[src/rtl/sign_restore_pkg.sv]
// sign_restore_pkg: shared state encoding, default width and counter sizing helper
package sign_restore_pkg;

    typedef enum logic [1:0] {IDLE, SHIFT, DONE} state_t;

    localparam int DEFAULT_WIDTH = 16;

    function automatic int cnt_width(input int width);
        return (width > 1) ? $clog2(width) : 1;
    endfunction

endpackage

[src/rtl/sign_restore_bit.sv]
// bit_counter: rollover counter with clear; rollover_flag marks the last bit position
module bit_counter
    import sign_restore_pkg::*;
#(
    parameter int WIDTH = DEFAULT_WIDTH,
    localparam int CW = cnt_width(WIDTH)
) (
    input  logic          clk,
    input  logic          rst,
    input  logic          clear,
    input  logic          count_enable,
    output logic [CW-1:0] count,
    output logic          rollover_flag
);

    assign rollover_flag = (count == CW'(WIDTH - 1));

    always_ff @(posedge clk) begin
        if (rst || clear)
            count <= '0;
        else if (count_enable)
            count <= rollover_flag ? '0 : count + 1'b1;
    end

endmodule

[src/rtl/sign_restore.sv]
// sign_restore: serial sign-magnitude to two's-complement converter, LSB first,
// one bit per clock, (WIDTH+1)-bit result with a one-cycle valid pulse.
module sign_restore
    import sign_restore_pkg::*;
#(
    parameter int WIDTH = DEFAULT_WIDTH
) (
    input  logic             clk,
    input  logic             rst,
    input  logic             load,
    input  logic             sign,
    input  logic [WIDTH-1:0] mag,
    output logic             busy,
    output logic             result_valid,
    output logic [WIDTH:0]   result,
    output logic             overrun
);

    localparam int CW = cnt_width(WIDTH);

    state_t           state, state_nxt;
    logic [WIDTH-1:0] mag_q, sh;
    logic             sign_q, seen;
    logic [CW-1:0]    cnt;
    logic             last, accept, in_bit, out_bit;

    assign accept  = load && (state != SHIFT);
    assign in_bit  = mag_q[cnt];
    // Negation copies bits up to and including the first 1, then inverts the rest.
    assign out_bit = (sign_q && seen) ? ~in_bit : in_bit;

    bit_counter #(.WIDTH(WIDTH)) u_cnt (
        .clk           (clk),
        .rst           (rst),
        .clear         (accept),
        .count_enable  (state == SHIFT),
        .count         (cnt),
        .rollover_flag (last)
    );

    always_comb begin
        state_nxt = accept                     ? SHIFT :
                    (state == SHIFT && !last) ? SHIFT :
                    (state == SHIFT)          ? DONE  : IDLE;
    end

    always_ff @(posedge clk) begin
        if (rst) begin
            state        <= IDLE;
            busy         <= 1'b0;
            result_valid <= 1'b0;
            result       <= '0;
            overrun      <= 1'b0;
            mag_q        <= '0;
            sign_q       <= 1'b0;
            seen         <= 1'b0;
            sh           <= '0;
        end else begin
            state        <= state_nxt;
            busy         <= (state_nxt == SHIFT);
            result_valid <= (state_nxt == DONE);
            if (accept) begin
                mag_q   <= mag;
                sign_q  <= sign;
                seen    <= 1'b0;
                sh      <= '0;
                overrun <= 1'b0;
            end else if (state == SHIFT) begin
                sh   <= {out_bit, sh[WIDTH-1:1]};
                seen <= seen | in_bit;
                if (load)
                    overrun <= 1'b1;
                // Top bit only set when a 1 was seen, so -0 stays all-zero.
                if (last)
                    result <= {sign_q & (seen | in_bit), out_bit, sh[WIDTH-1:1]};
            end
        end
    end

endmodule
[config.mk]
export PLATFORM = sky130hd
export DESIGN_NAME = sign_restore
export DESIGN_NICKNAME = d
export VERILOG_FILES = /design/src/rtl/sign_restore_pkg.sv /design/src/rtl/sign_restore_bit.sv /design/src/rtl/sign_restore.sv
export SDC_FILE = /design/constraint.sdc
export NUM_CORES = 1
export LEC_CHECK = 0
export BUFFER_PORTS_ARGS = -buffer_cell sky130_fd_sc_hd__buf_2
export CAP_MARGIN = 40
export CORE_MARGIN = 2
export CORE_UTILIZATION = 50
export CTS_BUF_LIST = sky130_fd_sc_hd__clkbuf_16
export CTS_CLUSTER_DIAMETER = 150
export DETAILED_ROUTE_END_ITERATION = 8
export PLACE_DENSITY_LB_ADDON = 0.25
export SKIP_LAST_GASP = 1
export SLEW_MARGIN = 40
export SYNTH_ARGS = -nofsm -noshare
export SYNTH_HDL_FRONTEND = slang
export SYNTH_SLANG_ARGS = --single-unit
[constraint.sdc]
create_clock -name clk -period 2.55 [get_ports clk]
set_clock_uncertainty 0.1 [all_clocks]
set_input_delay 0.1275 -clock clk [delete_from_list [all_inputs] [get_ports clk]]
set_output_delay 0.1275 -clock clk [all_outputs]
set_load 0.03 [all_outputs]
Word-level counts from Yosys, hierarchy flattened
Index checks and enable logic that the tools add are counted.

Shift operators: 0. Bitwise operators: 4. Mux-type cells: 7. Magnitude comparators: 1. Divide/modulo/power cells: 0. Add/sub/neg operators: 1. Multiply operators: 0. Reductions and logical operators: 8. Eq/ne operators: 5.

Operators by type and width (count): $mux W2 (3); $lt A4 B5 Y1 const B (1); $add A4 B1 Y4 const B (1); $bmux W1 S4 (1); $eq A2 B1 Y1 const B (2); $eq A4 B4 Y1 const B (1); $mux W4 (1); $logic_and A1 B1 Y1 (3); $reduce_and A3 Y1 (1); $eq A2 B2 Y1 const B (1); $mux W1 (2); $ne A2 B1 Y1 const B (1); $not A1 Y1 (2); $reduce_and A2 Y1 (1); $reduce_or A2 Y1 (1); $and A1 B1 Y1 (1); $logic_not A1 Y1 (1); $logic_or A1 B1 Y1 (1); $or A1 B1 Y1 (1).

Bits in writable memories: 0. Bits in read-only memories: 0. Memories: 0. Register bits after elaboration: 60. Bits in latches: 0. Word-level logic and storage cells: 36.

Logic depth before layout (Yosys ltp)
Gate-level depths: netlist of the first run.

Depth in word-level cells: 6. Gate-level depth with buffers: 6. Depth with buffers taken out: 4.

Cells and area by module
Synthesis of the first run repeated with hierarchy kept, for this count alone.

Cell total of the unflattened synthesis: 256. Area, all modules: 2160.8 um^2.

Modules (own cells, without submodules): sign_restore (instances 1, sequential area each 1081.0 um^2, cells each 237, area an instance 1980.6 um^2); bit_counter (instances 1, sequential area each 80.1 um^2, cells each 19, area an instance 180.2 um^2).

Worst setup path after synthesis of the first run
Ideal clock, no wire load.

Path kind: register to register. Start point: register u_cnt.count[2]. End point: register sh[15]. Stages on the path, launching flop included: 6. Slack: 0.695 ns. Arrival: 1.677 ns. Path buffers: 1. Required time: 2.372 ns. Path through: dfxtp_1 -> buf_2 -> mux4_1 -> mux2i_1 -> mux2_2 -> nor3_1.

Word-level cells in the longest chain between the ends: 4.

RTL lines: start: declaration (RTL line sign_restore_bit.sv:12) `output logic [CW-1:0] count,`; start signal: assignment (RTL line sign_restore_bit.sv:22) `count <= rollover_flag ? '0 : count + 1'b1;`; $bmux W1 S4 * (RTL line sign_restore.sv:28) `assign in_bit = mag_q[cnt];`; $mux W1 (not written as such) * (RTL line sign_restore.sv:28); $not A1 Y1 (RTL line sign_restore.sv:30) `assign out_bit = (sign_q && seen) ? ~in_bit : in_bit;`; $mux W1 * (RTL line sign_restore.sv:30); end signal: assignment (RTL line sign_restore.sv:69) `sh <= {out_bit, sh[WIDTH-1:1]};`; end: declaration (RTL line sign_restore.sv:22) `logic [WIDTH-1:0] mag_q, sh;`.

Mark *: on every way between the ends. The rest lies on a longest branch, timed or not. The select of a mux whose other input is x is not followed. A chain may end at the register's enable or synchronous reset.

Worst setup path after layout of the first run
Ends and elaborated chain as after synthesis.

==> reports/metrics.yaml, run 1 <==
antenna_left: 0
whs_ns: 0.09877
worstMarginPinSlew_ns: 0.7292
synthXorXnorAreaFrac: 0.007795
seq_area_frac_synth: 0.5167
cp.arrival_ns: 2.21
start_kind: "register"
die_area_um2: 5047
post_cts_resized: 0
grt_pass1_vias: 1761
status: "completed"
synth.mux.area_fraction: 0.07684
period_needed_ns: 2.074
cap_violations: 0
finalWirelength_um: 4633
yosys.area.top_type: "dfxtp_1"
max_freq_ghz: 0.4822
layout.cells.non_filler: 382
drc: 0
die_x_um: 71.04
grt_pass1_wl_um: 7831
tritoncts: "yes"
nFillCells: 364
synthesis.nets: 292
drt_iter0_markers: 121
cts_buffers: 9
antenna_found_initial: 0
drive_gt1_frac: 0.1848
clockBufferDepth: 2
syn_area_per_cell_um2: 8.292
dr_total_vias: 1919
synth_simple_gate_area_frac: 0.2205
power_density_nw_per_um2: 748.7
synth_compound_area_frac: 0.1336
utilization: 0.6713
detail_route.first_pass.iterations: 4
cp_slowest_cell: "mux4_1"
rows: 24
netlist_area_um2: 2247
finalCritPeriodShare: 0.8132
final_nets: 346
hpwl_um: 2872
cts_sinks: 58
cts-root-buf: "clkbuf_16"
ir_worst_vdd_uv: 588.9
initial_core_util: 0.5161
crit_chain: "mux4_1 > mux2i_1 > mux2_2 > nor3_1"
min_path_cells: 2
dp_cells: 348
area_growth_pct: 30.07
netlist_instances: 271
htreeDepth: 3
finalSetupTns_ns: 0
slew_viol_final: 0
power_uw: 2188
gp_congestion: 0.7671
grt_use_total: 0.2033
wl_per_cell_um: 12.13
setup-violations-final: 0
clk_pin_slew_worst_paths_ns: 0.05
core_area_um2: 4354
fp.dieH_um: 71.04
synth_top_area_share: 0.5167
synth_fa_ha_area_frac: 0.005568
p_leak_uw: 0.001139
vias_per_cell: 5.024
path_max_fanout: 9
ff2ff_path_depth: 4
synth.area.top_cells: "dfxtp_1, nand2_1, a21oi_1"
critPathRequiredTime_ns: 2.68
path_class: "reg -> reg"
synth_seq_cells: 58
ios: 40
rsz0062_at_grt: "false"
critPathMaxStageDelay_ns: 0.60
yosys.cell_types.count: 30
overflow: 0
numPortBuffers: 39
grt_max_degree: 24
relSlewSlack: 0.5138
hold_viol: 0
yosysWarnings: 0
n_antenna_cell: 0
hp-class: "in -> reg"
crit_path_end_kind: "register"
clkLatencyLatePin_ns: 0.32
synth_top_family_by_area: "simple AND/OR/NAND/NOR gates"
area by class of cell:
| cell class | instances | area, µm² | area share |
|---|---|---|---|
| clock buffer | 9 | 225.2 | 0.07705 |
| clock inverter | 7 | 52.55 | 0.01798 |
| multi-input combinational | 193 | 998.5 | 0.3416 |
| sequential | 58 | 1161 | 0.3973 |
| tap | 52 | 65.06 | 0.02226 |
| timing repair buffer | 63 | 420.4 | 0.1438 |
registers in the layout (all words and copies together), names as in the netlist:
register / count
result: 17
mag_q: 16
sh: 15
u_cnt.count: 4
state: 2
overrun: 1
result_valid: 1
seen: 1
sign_q: 1
per-stage QoR:
stage,area (µm²),setup slack (ns)
CTS,2923,0.4659
finish,2923,0.4763
floorplan,2247,0.6952
global route,2923,0.3367
detailed placement,2465,0.4640
global placement,2465,0.5656
where the power goes:
part	leakage (µW)	total, µW	internal [µW]	switching [µW]
Combinational	0.000527	136	62.0	73.6
Sequential	0.000470	944	929	15.1
Clock	0.000142	1110	732	376
Total	0.00114	2190	1720	465
path summary, 6_finish.rpt:
path                  startpoint            to  slack [ns]
setup / recovery  u_cnt.count[2]        sh[15]        0.48
hold / removal               rst  result_valid         0.1
setup reg to reg  u_cnt.count[2]        sh[15]        0.48
hold reg to reg        result[0]     result[0]        0.35
layer usage:
metal / up-vias / track usage / part of all wire
met5: - / 0 / 0
met4: 0 / 0.1237 / 0.024
met3: 10 / 0.05698 / 0.035
met2: 37 / 0.3198 / 0.48
met1: 869 / 0.2475 / 0.47
li1: 1003 / - / -
kinds of logic (layout without fill, tap and decap cells):
logic type                 count (synthesis)  in the layout
buffers and inverters                     20             79
AOI/OAI and AO/OA                         57             57
xor gates and xnor gates                   2              2
and+or+nand+nor                          123            123
muxes                                     10             10
adders and majority gates                  1              1
DFF                                       58             58
placed cells by master, fill, tap and decap left out:
master and instances:
mux2_2 2, nand4_1 1, dfxtp_1 58, buf_2 39
buf_4 6, mux2i_4 1, clkbuf_16 9, ha_1 1
or3_1 1, clkinv_1 4, bufinv_16 1, and4_1 1
a311oi_1 1, nor3_1 4, nand2b_1 2, o31ai_1 1
a21oi_1 51, nand3b_1 1, nand2_1 100, dlygate4sd3_1 18
mux4_1 2, inv_1 2, a211oi_2 1, xnor2_1 1
nand3_1 2, xor2_1 1, nor2_1 8, o22ai_1 1
mux2i_1 3, and2_1 2, mux4_2 2, nor2b_1 1
o21ai_0 2
synthesized netlist by cell type, drive strengths merged:
cell    number
a211oi       1
xor2         1
clkbuf      13
a21oi       51
nand3        2
nand4        1
buf          7
dfxtp       58
nand2b       2
o31ai        1
mux2         2
xnor2        1
o22ai        1
nor3         4
ha           1
nor2b        1
nand2      100
nand3b       1
mux4         4
and4         1
or3          1
and2         2
mux2i        4
a311oi       1
o21ai        2
nor2         8
critical path, delay by kind of cell, from the launching register on:
| family | cells | cell delay, ns |
|---|---|---|
| AND/OR/NAND/NOR | 1 | 0.19 |
| multiplexers | 3 | 1.18 |
| flip-flops | 1 | 0.53 |
timing repair:
action,4_1_cts,5_1_grt
setup buffers,0,0
hold endpoints to repair,18,0
hold buffers,18,0
Note: power is estimated with default switching activity, not from simulation.
==> inputs of run 2 (changes only) <==
==> constraint.sdc (replaced) <==
create_clock -name clk -period 2.1 [get_ports clk]
set_clock_uncertainty 0.1 [all_clocks]
set_input_delay 0.105 -clock clk [delete_from_list [all_inputs] [get_ports clk]]
set_output_delay 0.105 -clock clk [all_outputs]
set_load 0.03 [all_outputs]
==> reports/metrics.yaml, run 2 (synthesis gave the netlist of run 1 again) <==
utilization: 0.6819
clk_pin_slew_worst_paths_ns: 0.05
ctsHoldBuffers: 18
setup-violations-final: 0
crit_chain: "mux4_2 > mux2i_4 > mux2i_1 > nor3_1"
critPathRequiredTime_ns: 2.21
detail_route.first_pass.iterations: 4
core_area_um2: 4354
antenna_found_initial: 0
path_class: "reg -> reg"
hpwl_um: 2981
hp-class: "in -> reg"
start_kind: "register"
tritoncts: "yes"
grt_use_total: 0.2224
rsz0062_at_grt: "false"
worstMarginPinSlew_ns: 0.7173
clkLatencyLatePin_ns: 0.32
fp.dieH_um: 71.04
cp.arrival_ns: 1.97
grt_pass1_wl_um: 8562
final_area_um2: 2969
status: "completed"
power_density_nw_per_um2: 908.6
die_area_um2: 5047
cp_slowest_cell: "mux4_2"
ir_worst_vdd_uv: 739.5
drc: 0
die_x_um: 71.04
finalWirelength_um: 4982
numPortBuffers: 39
n_antenna_cell: 0
rows: 24
grt_max_degree: 41
drive_gt1_frac: 0.2119
max_freq_ghz: 0.5369
path_max_fanout: 8
regMostFlops: "result"
antenna_left: 0
ios: 40
wl_per_cell_um: 12.87
overflow: 0
hold_viol: 0
post_cts_resized: 0
cts_sinks: 58
area_growth_pct: 32.13
dr_total_vias: 1996
largest_reg_flops: 17
layout_common_cells: "nand2_1, dfxtp_1, a21oi_1, buf_2, dlygate4sd3_1"
cts_buffers: 9
clockBufferDepth: 2
final_nets: 351
grt_pass1_vias: 1878
nFillCells: 377
critPathMaxStageDelay_ns: 0.58
finalCritPeriodShare: 0.8869
cts-root-buf: "clkbuf_16"
gp_congestion: 0.7777
top_regs: "result: 17 flops, mag_q: 16 flops, sh: 15 flops"
postCtsSetupBuffers: 0
crit_path_end_kind: "register"
relSlewSlack: 0.5218
htreeDepth: 3
p_leak_uw: 0.001168
vias_per_cell: 5.158
drt_iter0_markers: 100
slew_viol_final: 0
period_needed_ns: 1.862
cap_violations: 0
finalSetupTns_ns: 0
final_common_cell: "nand2_1"
initial_core_util: 0.5161
placed_area_um2: 2502
## run 2: worst paths after layout
path / startpoint / endpoint / slack [ns] / cells after the start
max: u_cnt.count[1] / sh[15] / 0.24 / 4
min: rst / result_valid / 0.22 / 3
max reg2reg: u_cnt.count[1] / sh[15] / 0.24 / 4
min reg2reg: result[5] / result[5] / 0.35 / 2
## run 2: critical path, delay by kind of cell (launching register included)
family        cells  cell delay (ns)
simple gates      1             0.07
flops             1             0.51
mux               3             1.06
## run 2: layout make-up
| class | instances | area [µm²] | share of cell area |
|---|---|---|---|
| multi-input combinational | 193 | 998.5 | 0.3363 |
| timing repair buffer | 68 | 457.9 | 0.1542 |
| tap | 52 | 65.06 | 0.02191 |
| clock buffer | 9 | 225.2 | 0.07585 |
| sequential | 58 | 1161 | 0.3911 |
| clock inverter | 7 | 61.31 | 0.02065 |
## run 2: layer usage
layer / part of all wire / global-route usage / wire length, µm / vias up
met5: 0 / 0 / 0 / -
li1: - / - / - / 1019
met2: 0.50 / 0.3655 / 2495 / 53
met3: 0.046 / 0.05271 / 227 / 13
met4: 0.025 / 0.1258 / 126 / 0
met1: 0.43 / 0.2670 / 2133 / 911
## run 2: stage by stage
stage | cells | setup WS [ns] | total power, µW | hold slack [ns]
floorplan | 271 | 0.2452 | 1259 | 0.1208
global placement | 353 | 0.3111 | 1306 | 0.2461
detailed placement | 353 | 0.2591 | 1309 | 0.2507
CTS | 387 | 0.2255 | 2720 | 0.2160
global route | 387 | 0.1138 | 2795 | 0.2522
finish | 387 | 0.2375 | 2698 | 0.2176
## run 2: power by group
group | total (µW) | internal (µW) | leakage [µW] | switching [µW]
Sequential | 1140 | 1130 | 0.000470 | 14.5
Clock | 1380 | 902 | 0.000146 | 479
Combinational | 175 | 78.5 | 0.000552 | 96.0
Total | 2700 | 2110 | 0.00117 | 590
